File: src/rtl/regfile_ctrl.sv
// Write-back and hazard controller for the integer register file: busy-bit scoreboard,
// RAW/WAW issue stall and round-robin EXU/LSU arbitration onto the single write port.
module regfile_ctrl #(
  parameter int unsigned WIDTH = 32
) (
  input  logic             clk,
  input  logic             rst,

  input  logic             issue_valid,
  input  logic [4:0]       issue_rs1,
  input  logic [4:0]       issue_rs2,
  input  logic [4:0]       issue_rd,
  input  logic             issue_rd_wen,
  output logic             issue_ready,

  input  logic             exu_valid,
  input  logic [4:0]       exu_rd,
  input  logic [WIDTH-1:0] exu_data,
  output logic             exu_ready,

  input  logic             lsu_valid,
  input  logic [4:0]       lsu_rd,
  input  logic [WIDTH-1:0] lsu_data,
  output logic             lsu_ready,

  output logic             rf_wen,
  output logic [4:0]       rf_rd_addr,
  output logic [WIDTH-1:0] rf_rd_data
);

  logic [31:0] busy_q, busy_d;
  logic        last_grant_q;  // 0: EXU won last, 1: LSU won last
  logic        grant_exu;
  logic        grant_lsu;
  logic        issue_fire;

  // Hazard check; busy_q[0] is never set, so x0 cannot stall issue.
  always_comb begin
    issue_ready = !(busy_q[issue_rs1] | busy_q[issue_rs2] | (issue_rd_wen & busy_q[issue_rd]));
    issue_fire  = issue_valid & issue_ready;
  end

  // Round-robin: on contention the unit that did not win last time gets the port.
  always_comb begin
    grant_exu = exu_valid & (!lsu_valid | last_grant_q);
    grant_lsu = lsu_valid & (!exu_valid | !last_grant_q);
    exu_ready = grant_exu;
    lsu_ready = grant_lsu;
  end

  // Clear applied before set so a forced same-bit collision resolves to set.
  always_comb begin
    busy_d = busy_q;
    if (rf_wen) begin
      busy_d[rf_rd_addr] = 1'b0;
    end
    if (issue_fire && issue_rd_wen && (issue_rd != 5'd0)) begin
      busy_d[issue_rd] = 1'b1;
    end
    busy_d[0] = 1'b0;
  end

  always_ff @(posedge clk) begin
    if (rst) begin
      busy_q       <= '0;
      last_grant_q <= 1'b1;
      rf_wen       <= 1'b0;
      rf_rd_addr   <= '0;
      rf_rd_data   <= '0;
    end else begin
      busy_q <= busy_d;
      if (grant_exu) begin
        last_grant_q <= 1'b0;
        rf_wen       <= (exu_rd != 5'd0);
        rf_rd_addr   <= exu_rd;
        rf_rd_data   <= exu_data;
      end else if (grant_lsu) begin
        last_grant_q <= 1'b1;
        rf_wen       <= (lsu_rd != 5'd0);
        rf_rd_addr   <= lsu_rd;
        rf_rd_data   <= lsu_data;
      end else begin
        rf_wen <= 1'b0;
      end
    end
  end

  grant_onehot_a: assert property (@(posedge clk) disable iff (rst) !(exu_ready && lsu_ready));

endmodule

File: config.mk
export PLATFORM = sky130hd
export DESIGN_NAME = regfile_ctrl
export DESIGN_NICKNAME = d
export VERILOG_FILES = /design/src/rtl/regfile_ctrl.sv
export SDC_FILE = /design/constraint.sdc
export NUM_CORES = 1
export LEC_CHECK = 0
export ABC_AREA = 1
export CAP_MARGIN = 5
export CELL_PAD_IN_SITES_DETAIL_PLACEMENT = 0
export CELL_PAD_IN_SITES_GLOBAL_PLACEMENT = 1
export CORE_MARGIN = 3
export CORE_UTILIZATION = 35
export DETAILED_ROUTE_END_ITERATION = 8
export DONT_BUFFER_PORTS = 1
export PLACE_DENSITY_LB_ADDON = 0.12
export SETUP_SLACK_MARGIN = 0.3
export SLEW_MARGIN = 10
export SYNTH_ARGS = -nofsm -noshare
export SYNTH_HDL_FRONTEND = slang
export SYNTH_SLANG_ARGS = --single-unit
File: constraint.sdc
create_clock -name clk -period 3.8 [get_ports clk]
set_input_delay 0.76 -clock clk [delete_from_list [all_inputs] [get_ports clk]]
set_output_delay 0.76 -clock clk [all_outputs]
set_load 0.02 [all_outputs]
==> results.txt <==
The flow ran to the end, and the final reports show no timing, DRC or antenna violations. The critical path launch point is issue_rs1[0]. The number of remaining DRC errors is 0, and the total routing usage reported by global routing is 0.219.

The number of antenna diodes in the final layout is 0. The total CTS buffers is 9. The total die area came out at 13,200 sq um. Library cell with the largest summed area after synthesis: sky130_fd_sc_hd__dfxtp_1. After synthesis, the netlist uses 22 different library cells.

The mean instance size in the synthesized netlist works out to 6.21 sq um. The clock tree synthesis step divided the H-tree into 3 levels. The count of endpoints failing setup in the final report is 0. The count of warnings emitted by yosys was 0.

For the pin with the worst max-slew slack, the measured transition is 0.963 ns. The highest fanout seen on the critical path was 21; the initial standard-cell utilization of the core was 0.361. From left edge to right edge, the die measures 115 um. Ranked by total cell area, the synthesized netlist is headed by sky130_fd_sc_hd__dfxtp_1, sky130_fd_sc_hd__nand2_1, sky130_fd_sc_hd__nand3_1, sky130_fd_sc_hd__o21ai_0, sky130_fd_sc_hd__inv_1.

The detailed-routing iteration count for the pre-antenna-repair pass came out at 5. The area fraction in and, or, nand and nor cells after synthesis works out to 0.393. The final worst clock skew was 0.00464 ns. The tools report the final core utilization as 0.386. The clock power share is 0.429, and the setup fix buffers added after clock tree synthesis is 0. Setup slack on the worst reg-to-reg path comes out at 1.63 ns.

The run gives 0 ns as the setup total negative slack. The multiplexer share of the synthesized area was 0. The compound-gate portion of the synthesized area works out to 0.163.

The library cell used most frequently in the layout, excluding fill and tap cells, is sky130_fd_sc_hd__nand2_1. The internal cell power is 1310 uW. Gates resized during post-CTS repair numbered 0.

Clock tree synthesis found a total of 70 sinks. The tools report the peak supply drop as 0.258 mV. The number of global-route vias before repair was 4,191.

Data on the critical path is required at its endpoint by 3.04 ns. The cell with the biggest individual delay on the critical path was sky130_fd_sc_hd__nor2_4. The worst hold path class was register to register. The tightest hold path in the finished design has a slack of 0.461 ns.

Counting every net in the synthesized netlist gives 764. In the final routed layout, each cell accounts on average for 18.1 um. The logs give 0.892 for the routability-driven placement congestion ratio and 0 for the count of final hold-check violations. The run gives 0.111 as the share of total power in combinational logic.

The via-per-instance ratio was 5.47. In this run the critical register-to-register path is launched from busy_q[28]. The area growth from synthesis to layout was 6.83%; the area share of the leading cell type in the synthesized netlist was 0.337. The xor and xnor area share after synthesis was 0.

The critical path is of the input pin to output port type. The proportion of total power due to net switching was 0.286; the count of final max-slew check failures was 0. After synthesis, the largest family of logic cells by area is simple AND/OR/NAND/NOR gates.

The routed design could run at a clock period as short as 2.78 ns. For this block, the via count after detailed routing is 4,345. The fraction of final layout cells with drive strength greater than 1 was 0.0552.

In this run the worst setup path terminates at issue_ready. The share of the clock period used by the worst path was 0.733. Summed over all nets, the switching power comes to 525 uW.

In this run the remaining antenna-violating nets after routing total 0. The sequential share of the synthesized area was 0.337. Setup repair after global routing left no endpoint under its margin. TritonCTS built the clock tree. Number of nets in the layout: 742. Initial antenna violation count: 0. After synthesis the netlist holds a flip-flop and latch count of 70. The number of cells on the worst reg-to-reg path is 12. Adder-cell area share of the yosys netlist: 0. Summed over all layers, the routed wires come to 14,400 um. The number of rows created at floorplan was 39; the non-filler instance count after layout was 795. The capturing element type of the critical path was an output port. In this run the clock root is driven by a sky130_fd_sc_hd__clkbuf_16.

Across the run, the number of max-cap violations was 0. For the detailed-placement wirelength estimate, the log shows 10,600 um. The tools report the wire length of the first global-routing pass as 22,400 um.

For the synthesized cell area, the log shows 4160 sq um. The tools report the post-synthesis instance total as 669. The worst-case clock buffer depth is 2. During placement, the flow inserted port buffers numbering 0. In this design, the critical path's most frequently occurring cell is sky130_fd_sc_hd__nand3_1.

The critical path goes through inv_1, nand2_1, nand3_1, nand3_1, nand3_1, nand3_1, nand2_1, nand2_1, nor2_4. Entering global routing, the biggest net connects 71 pins. The worst setup path is launched from an input pin. For the number of cells in the design after placement, the log shows 779. The logs give 0.460 for the register share of total power and 0.00169 uW for the leakage power figure.

On the worst path, the slowest cell contributes a delay of 0.38 ns. For this run the aggregate overflow at the end of global routing stands at 0. Counting instances, the worst hold path has a depth of 2. The run gives 241 as the count of routing violations after the opening detailed-route iteration. The relative slew slack was 0.357; the areal power density over the cells was 413 nW/um^2.

STA puts the critical path data arrival time at 2.02 ns. The total area inside the core boundary comes to 11,500 sq um. The run gives 0 as the cts-stage hold buffer count. In this run the critical register-to-register path is captured at busy_q[8]. Pin placement for this block handled 136 I/O pins. The library cells used most frequently in the layout, excluding fill and tap cells, are sky130_fd_sc_hd__nand2_1, sky130_fd_sc_hd__nand3_1, sky130_fd_sc_hd__dfxtp_1, sky130_fd_sc_hd__inv_1, sky130_fd_sc_hd__nor2_1.

Static timing analysis puts the maximum clock frequency at 0.359 GHz. From bottom edge to top edge, the die measures 115 um. The run gives 0.33 ns as the clock insertion delay at the later pin of the skew report. After clock tree synthesis, the clock-pin slew on the worst setup and hold paths is 0.05 ns.
## cell type report
type                       instances  area (sq um)
timing repair buffer               4          30.0
clock inverter                     3          18.8
inverter                          60           228
sequential                        70          1400
multi-input combinational        502          2320
tap                              143           179
clock buffer                      13           260
fill                            1281          7070
## synth_stat cells, drive strengths merged
master and number:
o21ai 45, nor2 47, a31oi 32, dfxtp 70, a21oi 33, nand3 98, inv 60, a221oi 5
or4 2, o211ai 2, nor3 8, clkbuf 19, nand2 229, buf 18, a21boi 1
## metrics by stage
stage          power, uW  worst slack (ns)  cell area (sq um)
3_5_place_dp        1060              1.01               4160
2_1_floorplan       1040              1.20               4160
4_1_cts             1860              1.02               4440
6_report            1830              1.02               4440
3_3_place_gp        1060              1.06               4160
5_1_grt             1920             0.871               4440
## metal layers
layer	global-route usage	up-vias	wire length [um]
met2	0.333	179	6430
met4	0.0962	0	452
met3	0.0726	30	1350
met1	0.282	1982	6200
li1	-	2154	-
met5	0	-	0
## how the worst min path moves through the flow
stage / startpoint / end / slack, ns
3_5_place_dp: last_grant_q / last_grant_q / 0.45
5_1_grt: rst / busy_q[27] / 0.48
4_1_cts: last_grant_q / last_grant_q / 0.47
3_3_place_gp: last_grant_q / last_grant_q / 0.43
2_1_floorplan: last_grant_q / last_grant_q / 0.43
6_report: last_grant_q / last_grant_q / 0.46
## cell families after synthesis
logic type / count (synthesis)
buf+inv: 97
simple gates: 384
compound gates: 118
flops: 70
## critical path: cells and delay by family
family | cells | cell delay [ns]
AND/OR/NAND/NOR | 8 | 1.01
buffers and inverters | 1 | 0.23
## flip-flops by register name, indices dropped and copies added (netlist names)
name / flops
rf_rd_data: 32
busy_q: 31
rf_rd_addr: 5
last_grant_q: 1
rf_wen: 1
## power groups by stage
stage / clock network [uW] / registers, uW / logic, uW
6_report: 787 / 843 / 204
5_1_grt: 836 / 848 / 234
4_1_cts: 808 / 844 / 205
3_5_place_dp: 0 / 859 / 206
3_3_place_gp: 0 / 859 / 203
2_1_floorplan: 0 / 847 / 194
Power figures use the tool's default switching activity.
